==> config.mk <==
export PLATFORM = sky130hd
export DESIGN_NAME = ctrl_dispatch_flat
export DESIGN_NICKNAME = d
export VERILOG_FILES = /design/src/rtl/udt_pkg.sv /design/src/rtl/ctrl_dispatch_if.sv /design/src/rtl/ctrl_dispatch.sv /design/src/flat_wrapper.sv
export SDC_FILE = /design/constraint.sdc
export NUM_CORES = 1
export LEC_CHECK = 0
export ABC_AREA = 1
export ABC_CLOCK_PERIOD_IN_PS = 3600
export CELL_PAD_IN_SITES_DETAIL_PLACEMENT = 1
export CELL_PAD_IN_SITES_GLOBAL_PLACEMENT = 2
export CORE_AREA = 5 5 176 178
export CTS_BUF_LIST = sky130_fd_sc_hd__clkbuf_8 sky130_fd_sc_hd__clkbuf_16
export DETAILED_ROUTE_END_ITERATION = 10
export DIE_AREA = 0 0 181 183
export DONT_BUFFER_PORTS = 1
export PLACE_DENSITY = 0.82
export SLEW_MARGIN = 10
export SYNTH_ARGS = -nofsm -noshare
export SYNTH_HDL_FRONTEND = slang
export SYNTH_SLANG_ARGS = --single-unit
export TNS_END_PERCENT = 30
==> constraint.sdc <==
create_clock -name core_clk -period 3.6 [get_ports core_clk]
set_input_delay 0.54 -clock core_clk [delete_from_list [all_inputs] [get_ports core_clk]]
set_output_delay 0.54 -clock core_clk [all_outputs]
set_load 0.01 [all_outputs]
==> src/rtl/udt_pkg.sv <==
// Shared UDT control-plane definitions: control type codes, dispatch routes,
// dispatcher FSM states and the beat-0 route decoder.
package udt_pkg;

    localparam logic [14:0] CT_ACK   = 15'd2;
    localparam logic [14:0] CT_NAK   = 15'd3;
    localparam logic [14:0] CT_ACK2  = 15'd6;
    localparam int          N_ROUTES = 5;

    typedef enum logic [2:0] {
        R_NAK  = 3'd0,
        R_ACK  = 3'd1,
        R_ACK2 = 3'd2,
        R_MISC = 3'd3,
        R_DROP = 3'd4
    } route_e;

    typedef enum logic [1:0] {
        S_HDR  = 2'd0,
        S_FWD  = 2'd1,
        S_DROP = 2'd2
    } state_e;

    // Header must carry the control flag, be a full 8-byte beat and not end the
    // packet; anything shorter than 16 bytes cannot hold a UDT control header.
    function automatic route_e decode_route(input logic [63:0] tdata,
                                            input logic [7:0]  tkeep,
                                            input logic        tlast);
        route_e r;
        if (!tdata[63] || tlast || (tkeep != 8'hFF)) begin
            r = R_DROP;
        end else begin
            case (tdata[62:48])
                CT_NAK:  r = R_NAK;
                CT_ACK:  r = R_ACK;
                CT_ACK2: r = R_ACK2;
                default: r = R_MISC;
            endcase
        end
        return r;
    endfunction

endpackage

==> src/rtl/ctrl_dispatch_if.sv <==
// 64-bit AXI4-Stream link used for the inbound control stream and every
// dispatch output of ctrl_dispatch.
interface ctrl_dispatch_if;
    logic [63:0] tdata;
    logic [7:0]  tkeep;
    logic        tvalid;
    logic        tlast;
    logic        tready;

    modport master (output tdata, output tkeep, output tvalid, output tlast, input  tready);
    modport slave  (input  tdata, input  tkeep, input  tvalid, input  tlast, output tready);
endinterface

==> src/rtl/ctrl_dispatch.sv <==
// UDT control-packet dispatcher: routes each inbound packet by its header type
// to NAK/ACK/ACK2/MISC with zero latency, drops non-control and malformed ones.
module ctrl_dispatch
    import udt_pkg::*;
#(
    parameter int CNT_W = 16
) (
    input  logic                core_clk,
    input  logic                core_rst,
    ctrl_dispatch_if.slave      ctrl,
    ctrl_dispatch_if.master     nak,
    ctrl_dispatch_if.master     ack,
    ctrl_dispatch_if.master     ack2,
    ctrl_dispatch_if.master     misc,
    output logic [CNT_W-1:0]    nak_cnt,
    output logic [CNT_W-1:0]    ack_cnt,
    output logic [CNT_W-1:0]    ack2_cnt,
    output logic [CNT_W-1:0]    misc_cnt,
    output logic [CNT_W-1:0]    drop_cnt
);

    state_e                state_r;
    route_e                route_r;
    route_e                hdr_route_s;
    route_e                sel_route_s;
    logic                  sel_ready_s;
    logic                  accept_s;
    logic [N_ROUTES-1:0]   cnt_inc_s;

    // Route for the current beat: decoded live in HDR, latched otherwise.
    always_comb begin
        hdr_route_s = decode_route(ctrl.tdata, ctrl.tkeep, ctrl.tlast);
        if (state_r == S_HDR) begin
            sel_route_s = hdr_route_s;
        end else begin
            sel_route_s = route_r;
        end
    end

    // Zero-latency datapath fan-out and ready back-pressure from the selected port.
    always_comb begin
        nak.tdata   = ctrl.tdata;
        nak.tkeep   = ctrl.tkeep;
        nak.tlast   = ctrl.tlast;
        ack.tdata   = ctrl.tdata;
        ack.tkeep   = ctrl.tkeep;
        ack.tlast   = ctrl.tlast;
        ack2.tdata  = ctrl.tdata;
        ack2.tkeep  = ctrl.tkeep;
        ack2.tlast  = ctrl.tlast;
        misc.tdata  = ctrl.tdata;
        misc.tkeep  = ctrl.tkeep;
        misc.tlast  = ctrl.tlast;
        nak.tvalid  = 1'b0;
        ack.tvalid  = 1'b0;
        ack2.tvalid = 1'b0;
        misc.tvalid = 1'b0;
        sel_ready_s = 1'b1;
        case (sel_route_s)
            R_NAK: begin
                nak.tvalid  = ctrl.tvalid & ~core_rst;
                sel_ready_s = nak.tready;
            end
            R_ACK: begin
                ack.tvalid  = ctrl.tvalid & ~core_rst;
                sel_ready_s = ack.tready;
            end
            R_ACK2: begin
                ack2.tvalid = ctrl.tvalid & ~core_rst;
                sel_ready_s = ack2.tready;
            end
            R_MISC: begin
                misc.tvalid = ctrl.tvalid & ~core_rst;
                sel_ready_s = misc.tready;
            end
            R_DROP: begin
                sel_ready_s = 1'b1;
            end
            default: begin
                sel_ready_s = 1'b1;
            end
        endcase
        if (core_rst) begin
            ctrl.tready = 1'b0;
        end else begin
            ctrl.tready = sel_ready_s;
        end
    end

    // Per-route counter strobes on the accepted last beat of a packet.
    always_comb begin
        accept_s  = ctrl.tvalid & ctrl.tready;
        cnt_inc_s = '0;
        if (accept_s && ctrl.tlast) begin
            cnt_inc_s[sel_route_s] = 1'b1;
        end else begin
            cnt_inc_s = '0;
        end
    end

    // Packet framing FSM and route latch.
    always_ff @(posedge core_clk or posedge core_rst) begin
        if (core_rst) begin
            state_r <= S_HDR;
            route_r <= R_MISC;
        end else if (accept_s) begin
            case (state_r)
                S_HDR: begin
                    route_r <= hdr_route_s;
                    if (ctrl.tlast) begin
                        state_r <= S_HDR;
                    end else if (hdr_route_s == R_DROP) begin
                        state_r <= S_DROP;
                    end else begin
                        state_r <= S_FWD;
                    end
                end
                S_FWD, S_DROP: begin
                    if (ctrl.tlast) begin
                        state_r <= S_HDR;
                    end else begin
                        state_r <= state_r;
                    end
                end
                default: begin
                    state_r <= S_HDR;
                end
            endcase
        end else begin
            state_r <= state_r;
            route_r <= route_r;
        end
    end

    // One wrapping statistics counter per route, indexed by route_e value.
    for (genvar gi = 0; gi < N_ROUTES; gi++) begin : g_cnt
        logic [CNT_W-1:0] cnt_r;

        // Count completed packets on this route.
        always_ff @(posedge core_clk or posedge core_rst) begin
            if (core_rst) begin
                cnt_r <= '0;
            end else if (cnt_inc_s[gi]) begin
                cnt_r <= cnt_r + {{(CNT_W-1){1'b0}}, 1'b1};
            end else begin
                cnt_r <= cnt_r;
            end
        end
    end

    assign nak_cnt  = g_cnt[0].cnt_r;
    assign ack_cnt  = g_cnt[1].cnt_r;
    assign ack2_cnt = g_cnt[2].cnt_r;
    assign misc_cnt = g_cnt[3].cnt_r;
    assign drop_cnt = g_cnt[4].cnt_r;

endmodule

==> src/flat_wrapper.sv <==
// flat-port wrapper written by rule: the top's interface ports become plain ports
module ctrl_dispatch_flat import udt_pkg::*;
#(
    parameter int CNT_W = 16
)
  (core_clk, core_rst, nak_cnt, ack_cnt, ack2_cnt, misc_cnt, drop_cnt, ctrl_tdata, ctrl_tkeep, ctrl_tvalid, ctrl_tlast, ctrl_tready, nak_tdata, nak_tkeep, nak_tvalid, nak_tlast, nak_tready, ack_tdata, ack_tkeep, ack_tvalid, ack_tlast, ack_tready, ack2_tdata, ack2_tkeep, ack2_tvalid, ack2_tlast, ack2_tready, misc_tdata, misc_tkeep, misc_tvalid, misc_tlast, misc_tready);
  ctrl_dispatch_if ctrl_i ();
  ctrl_dispatch_if nak_i ();
  ctrl_dispatch_if ack_i ();
  ctrl_dispatch_if ack2_i ();
  ctrl_dispatch_if misc_i ();
  input  logic core_clk;
  input  logic core_rst;
  output logic [CNT_W-1:0] nak_cnt;
  output logic [CNT_W-1:0] ack_cnt;
  output logic [CNT_W-1:0] ack2_cnt;
  output logic [CNT_W-1:0] misc_cnt;
  output logic [CNT_W-1:0] drop_cnt;
  input wire logic [$bits(ctrl_i.tdata)-1:0] ctrl_tdata;
  input wire logic [$bits(ctrl_i.tkeep)-1:0] ctrl_tkeep;
  input wire logic [$bits(ctrl_i.tvalid)-1:0] ctrl_tvalid;
  input wire logic [$bits(ctrl_i.tlast)-1:0] ctrl_tlast;
  output wire logic [$bits(ctrl_i.tready)-1:0] ctrl_tready;
  output wire logic [$bits(nak_i.tdata)-1:0] nak_tdata;
  output wire logic [$bits(nak_i.tkeep)-1:0] nak_tkeep;
  output wire logic [$bits(nak_i.tvalid)-1:0] nak_tvalid;
  output wire logic [$bits(nak_i.tlast)-1:0] nak_tlast;
  input wire logic [$bits(nak_i.tready)-1:0] nak_tready;
  output wire logic [$bits(ack_i.tdata)-1:0] ack_tdata;
  output wire logic [$bits(ack_i.tkeep)-1:0] ack_tkeep;
  output wire logic [$bits(ack_i.tvalid)-1:0] ack_tvalid;
  output wire logic [$bits(ack_i.tlast)-1:0] ack_tlast;
  input wire logic [$bits(ack_i.tready)-1:0] ack_tready;
  output wire logic [$bits(ack2_i.tdata)-1:0] ack2_tdata;
  output wire logic [$bits(ack2_i.tkeep)-1:0] ack2_tkeep;
  output wire logic [$bits(ack2_i.tvalid)-1:0] ack2_tvalid;
  output wire logic [$bits(ack2_i.tlast)-1:0] ack2_tlast;
  input wire logic [$bits(ack2_i.tready)-1:0] ack2_tready;
  output wire logic [$bits(misc_i.tdata)-1:0] misc_tdata;
  output wire logic [$bits(misc_i.tkeep)-1:0] misc_tkeep;
  output wire logic [$bits(misc_i.tvalid)-1:0] misc_tvalid;
  output wire logic [$bits(misc_i.tlast)-1:0] misc_tlast;
  input wire logic [$bits(misc_i.tready)-1:0] misc_tready;
  assign ctrl_i.tdata = ctrl_tdata;
  assign ctrl_i.tkeep = ctrl_tkeep;
  assign ctrl_i.tvalid = ctrl_tvalid;
  assign ctrl_i.tlast = ctrl_tlast;
  assign ctrl_tready = ctrl_i.tready;
  assign nak_tdata = nak_i.tdata;
  assign nak_tkeep = nak_i.tkeep;
  assign nak_tvalid = nak_i.tvalid;
  assign nak_tlast = nak_i.tlast;
  assign nak_i.tready = nak_tready;
  assign ack_tdata = ack_i.tdata;
  assign ack_tkeep = ack_i.tkeep;
  assign ack_tvalid = ack_i.tvalid;
  assign ack_tlast = ack_i.tlast;
  assign ack_i.tready = ack_tready;
  assign ack2_tdata = ack2_i.tdata;
  assign ack2_tkeep = ack2_i.tkeep;
  assign ack2_tvalid = ack2_i.tvalid;
  assign ack2_tlast = ack2_i.tlast;
  assign ack2_i.tready = ack2_tready;
  assign misc_tdata = misc_i.tdata;
  assign misc_tkeep = misc_i.tkeep;
  assign misc_tvalid = misc_i.tvalid;
  assign misc_tlast = misc_i.tlast;
  assign misc_i.tready = misc_tready;
  ctrl_dispatch #(.CNT_W(CNT_W)) u_core (.core_clk(core_clk), .core_rst(core_rst), .ctrl(ctrl_i), .nak(nak_i), .ack(ack_i), .ack2(ack2_i), .misc(misc_i), .nak_cnt(nak_cnt), .ack_cnt(ack_cnt), .ack2_cnt(ack2_cnt), .misc_cnt(misc_cnt), .drop_cnt(drop_cnt));
endmodule
Yosys cells after proc, flatten, opt, wreduce, memory -nomap -nowiden
Cells that the tools add are included.

word-level totals
  flip-flop bits (word level) = 85
  bits of input ports = 80
  output and inout bits = 377
  logic and storage cells = 53

cells by class
  $add $sub $neg = 5
  order comparisons = 2
  equality and inequality tests = 11
  muxes and demuxes = 16
  bitwise operators = 3
  reduce and logical (&&, ||, !) cells = 9

operator list
  kind                     count
  $add A16 B1 Y16 const B  5
  $eq A15 B2 Y1 const B    2
  $eq A15 B3 Y1 const B    1
  $ne A8 B8 Y1 const B     1
  $eq A3 B2 Y1 const B     2
  $mux W1                  6
  $mux W2                  3
  $mux W3                  2
  $pmux W2 S3              1
  $mux W5                  1
  $lt A3 B4 Y1 const B     1
  $pmux W1 S4              1
  $pmux W2 S2              1
  $demux W1 S3             1
  $eq A3 B1 Y1 const B     1
  $eq A3 B3 Y1 const B     1
  $ge A3 B1 Y1 const B     1
  $logic_not A3 Y1         1
  $and A1 B1 Y1            2
  $eq A2 B1 Y1 const B     1
  $eq A2 B2 Y1 const B     1
  $logic_and A1 B1 Y1      2
  $logic_not A2 Y1         1
  $logic_or A1 B1 Y1       2
  other kinds (5)          5

Depth between registers and ports, before layout
  depth in word-level cells = 11
  depth in mapped cells = 17
  gate-level depth less buffers = 16

Least setup slack after synthesis
No wires, ideal clock.

  path kind = input -> register
  start = input core_rst
  end = register u_core.g_cnt[4].cnt_r[8], in the netlist u_core.drop_cnt[8]
  setup time = 0.119 ns
  arrival time = 3.858 ns
  data required time = 3.481 ns
  path slack = -0.377 ns
  cell stages on the path = 7
  path buffers = 1
  cell sequence = inv_1 > nand2_1 > inv_1 > nand4_4 > buf_2 > nand2_1 > nand2_1

between the ends
  longest elaborated chain between the ends = 4

ends and longest elaborated chain
  what                    RTL line              RTL
  start: declaration      flat_wrapper.sv:13    input logic core_rst;
  $mux W1                 ctrl_dispatch.sv:83   if (core_rst) begin
  $and A1 B1 Y1           ctrl_dispatch.sv:92   accept_s = ctrl.tvalid & ctrl.tready;
  $logic_and A1 B1 Y1     ctrl_dispatch.sv:94   if (accept_s && ctrl.tlast) begin
  $mux W5                 ctrl_dispatch.sv:94
  end signal: assignment  ctrl_dispatch.sv:144  cnt_r <= cnt_r + {{(CNT_W-1){1'b0}}, 1'b1};
  end signal: assignment  ctrl_dispatch.sv:146  cnt_r <= cnt_r;
  end: declaration        ctrl_dispatch.sv:137  logic [CNT_W-1:0] cnt_r;

No other way between the ends.
A chain may end at the register's enable or synchronous reset.

Final worst setup path
  start = register u_core.state_r[0]
  end = output ctrl_tready

between the ends
  longest elaborated chain between the ends = 5
  elaborated cells between the ends (all ways) = 8
  those cells by class = 3 x eq/ne; 3 x mux; 2 x reduce/logical

ends and longest elaborated chain
  what                                        RTL line              RTL
  start: declaration                          ctrl_dispatch.sv:22   state_e state_r;
  start signal: assignment                    ctrl_dispatch.sv:122  state_r <= state_r;
  start signal: assignment                    ctrl_dispatch.sv:130  state_r <= state_r;
  $logic_not A2 Y1 *                          ctrl_dispatch.sv:33   if (state_r == S_HDR) begin
  $mux W3 *                                   -
  $eq A3 B2 Y1, or another cell as far along  ctrl_dispatch.sv:59   case (sel_route_s)
  $pmux W1 S4 *                               ctrl_dispatch.sv:59
  $mux W1 *                                   ctrl_dispatch.sv:83
  end: declaration                            flat_wrapper.sv:23    output wire logic [$bits(ctrl_i.tready)-1:0] ctrl_tready;

Mark *: on every way between the ends. The rest lies on a longest branch, timed or not.

==> flow_summary.yaml <==
timing:
  finalHoldViolations: 0
  worstMarginPinSlew_ns: 0.6768
  setup_tns_ns: 0
  drv_slew: 0
  fin_crit_sh: 0.8308
  holdWs_ns: 0.2436
  fin_crit_ns: 2.991
  skew_ns: 0.008601
  setup_violations: 0
  rsz0062_at_grt: "false"
  fmax_mhz: 334.3
  maxSlewHeadroom: 0.5453
clocking:
  cts_tree: "built"
  cts_resized: 0
  clockRootBuffer: "clkbuf_16"
  cts.sinks: 85
  htreeDepth: 3
  cts_buffers: 9
  ctsHoldBuffers: 0
  post_cts_buffers: 0
  clkTransAtPathRegs_ns: 0.06
  cts.path.max_buffers: 2
  clk_latency_ns: 0.35
status:
  outcome: "finished clean"
routing:
  avgViaCountPerCell: 4.639
  firstDrtPassIters: 4
  postRouteWirelength_um: 22540
  routedWlPerCell_um: 20.27
  drcViolationCount: 0
  detail_route.iter0.violations: 307
  vias: 5159
  ant_nets: 0
cells_and_area:
  drive_above_1_share: 0.06657
  final_nets: 803
  nFillCells: 3511
  syn_to_final_growth_pct: -19.44
  utilization: 0.2118
logic_synthesis:
  synthTopCellsByArea: "buf_4, dfrtp_1, nand2_1"
  synth.cell_area_um2: 7690
  avgSynthCellArea_um2: 7.546
  yosysWarnings: 0
  ys_seq_elements: 85
  synthFlopType: "dfrtp_1"
  synth_top_family_by_area: "buffers and inverters"
  syn-num-nets: 1105
  synth-seq-area-share: 0.2769
  synth_top_cell_by_area: "buf_4"
  async_flop_share: 1.000
  synth_cells: 1019
  yosys.area_share.simple: 0.2953
  synth-compound-area-share: 0.007973
  synth_xor_area_frac: 0.07973
  synth.top_cell.area_share: 0.2851
  synthAdderAreaFrac: 0.009762
  yosysUniqueCellTypes: 32
  muxShareOfSynthArea: 0
  synth_edf_count: 0
hold_path:
  hp-class: "in2async"
floorplanning:
  start_util: 0.2630
  die_area_um2: 33120
  io_pins: 457
  die_w_um: 181
  die_y_um: 183
  num_rows: 63
  core_um2: 29240
power_and_ir_drop:
  leakage_uw: 0.002845
  p_total_uw: 2432
  powerDensity_nw_per_um2: 392.6
  ir_drop_v: 0.0001962
placement:
  gp_congestion: 0.7774
  dpl.hpwl_um: 16540
  io_buffers: 0
run:
  cap_violations: 0
setup_path:
  crit_path_start_kind: "flip-flop"
  required_ns: 3.06
  startpoint: "u_core.state_r[0]"
  path_class: "reg2out"
  crit_arrival_ns: 2.45
  r2r_start: "u_core.state_r[0]"
  crit_fanout: 18
  worstSetupEndpointType: "output pin"
global_route:
  grt_use_total: 0.1341
  grt_overflow_total: 0
  grt_pass1_wl_um: 34730
  grt_max_degree: 92
  antenna_found_initial: 4
  grt_pass1_vias: 5420
metrics by stage:
| step | cell area (um^2) | setup WS (ns) | cells |
|---|---|---|---|
| finish | 6195 | 0.6090 | 1112 |
| global route | 6192 | 0.4080 | 1111 |
| CTS | 6192 | 0.5191 | 1111 |
| detailed placement | 5913 | 0.6561 | 1096 |
| global placement | 5913 | 0.7294 | 1096 |
| floorplan | 7694 | 0.4487 | 1019 |
cell usage after synthesis (5+ instances only):
| cell | instances |
|---|---|
| buf_2 | 11 |
| buf_4 | 292 |
| clkbuf_1 | 14 |
| dfrtp_1 | 83 |
| ha_1 | 6 |
| inv_1 | 48 |
| nand2_1 | 253 |
| nand3_1 | 31 |
| nand4_1 | 87 |
| nand4_4 | 5 |
| nor2_1 | 56 |
| nor3_1 | 18 |
| nor4_1 | 10 |
| xnor2_1 | 34 |
| xor2_1 | 36 |
cells in the final DEF, fill, tap and decap left out, types with 5 or more instances in the layout:
cell,netlist,layout
xnor2_1,34,34
dfrtp_1,83,83
inv_1,48,49
nor2_1,56,56
ha_1,6,6
buf_4,292,6
xor2_1,36,36
clkbuf_16,0,9
nand3_1,31,31
nand4_4,5,5
nor4_1,10,10
nand4_1,87,87
nor3_1,18,18
nand2_1,253,253
worst max-delay path: stages, from the launching register on:
cell and delay, ns:
dfrtp_1 0.38, inv_1 0.06, ha_1 0.22, inv_1 0.13
nor2_4 0.17, nand3_2 0.12, nand2_4 0.12, nand2_4 0.07
nor2_8 0.30, nand2_2 0.09, nand2_2 0.09, nor2_2 0.06
nor2_1 0.29
final cells by class:
| class | count | area (um^2) | area share |
|---|---|---|---|
| antenna | 1 | 2.502 | 0.0004040 |
| clock buffer | 12 | 266.5 | 0.04302 |
| clock inverter | 3 | 12.51 | 0.002020 |
| inverter | 55 | 210.2 | 0.03393 |
| multi-input combinational | 559 | 3020 | 0.4876 |
| sequential | 85 | 2130 | 0.3438 |
| tap | 390 | 488.0 | 0.07877 |
| timing repair buffer | 7 | 65.06 | 0.01050 |
power by group:
group / switching [uW] / internal, uW / total, uW / leakage, uW
sequential: 74.9 / 1000 / 1070 / 0.00117
combinational: 334 / 118 / 451 / 0.00153
clock: 391 / 515 / 906 / 0.000147
total: 799 / 1630 / 2430 / 0.00284
sequential cells by signal (all words and copies together) (netlist names):
register / flops
u_core.ack2_cnt: 16
u_core.ack_cnt: 16
u_core.drop_cnt: 16
u_core.misc_cnt: 16
u_core.nak_cnt: 16
u_core.route_r: 3
u_core.state_r: 2
cell families after synthesis:
kind of cell             Yosys count
adder cells (fa/ha/maj)            6
AO/OA/AOI/OAI                      8
AND/OR/NAND/NOR                  475
buffers and inverters            375
XOR/XNOR                          70
flip-flops                        85
path summary, 6_finish.rpt:
kind / end / slack, ns / cells past startpoint
min in group core_clk: u_core.state_r[1] / 0.44 / 3
hold reg to reg: u_core.route_r[1] / 0.48 / 2
setup / recovery: ctrl_tready / 0.61 / 12
setup reg to reg: u_core.state_r[0] / 0.95 / 16
max in group asynchronous: u_core.nak_cnt[10] / 2.28 / 3
hold / removal: u_core.ack_cnt[11] / 0.24 / 2
layer usage:
layer,part of all wire,vias up,track usage
met2,0.50,260,0.2313
met4,0.019,6,0.03963
li1,-,2391,-
met1,0.35,2471,0.1399
met3,0.12,31,0.07715
met5,0.0021,-,0
(Power assumes the default switching activity.)
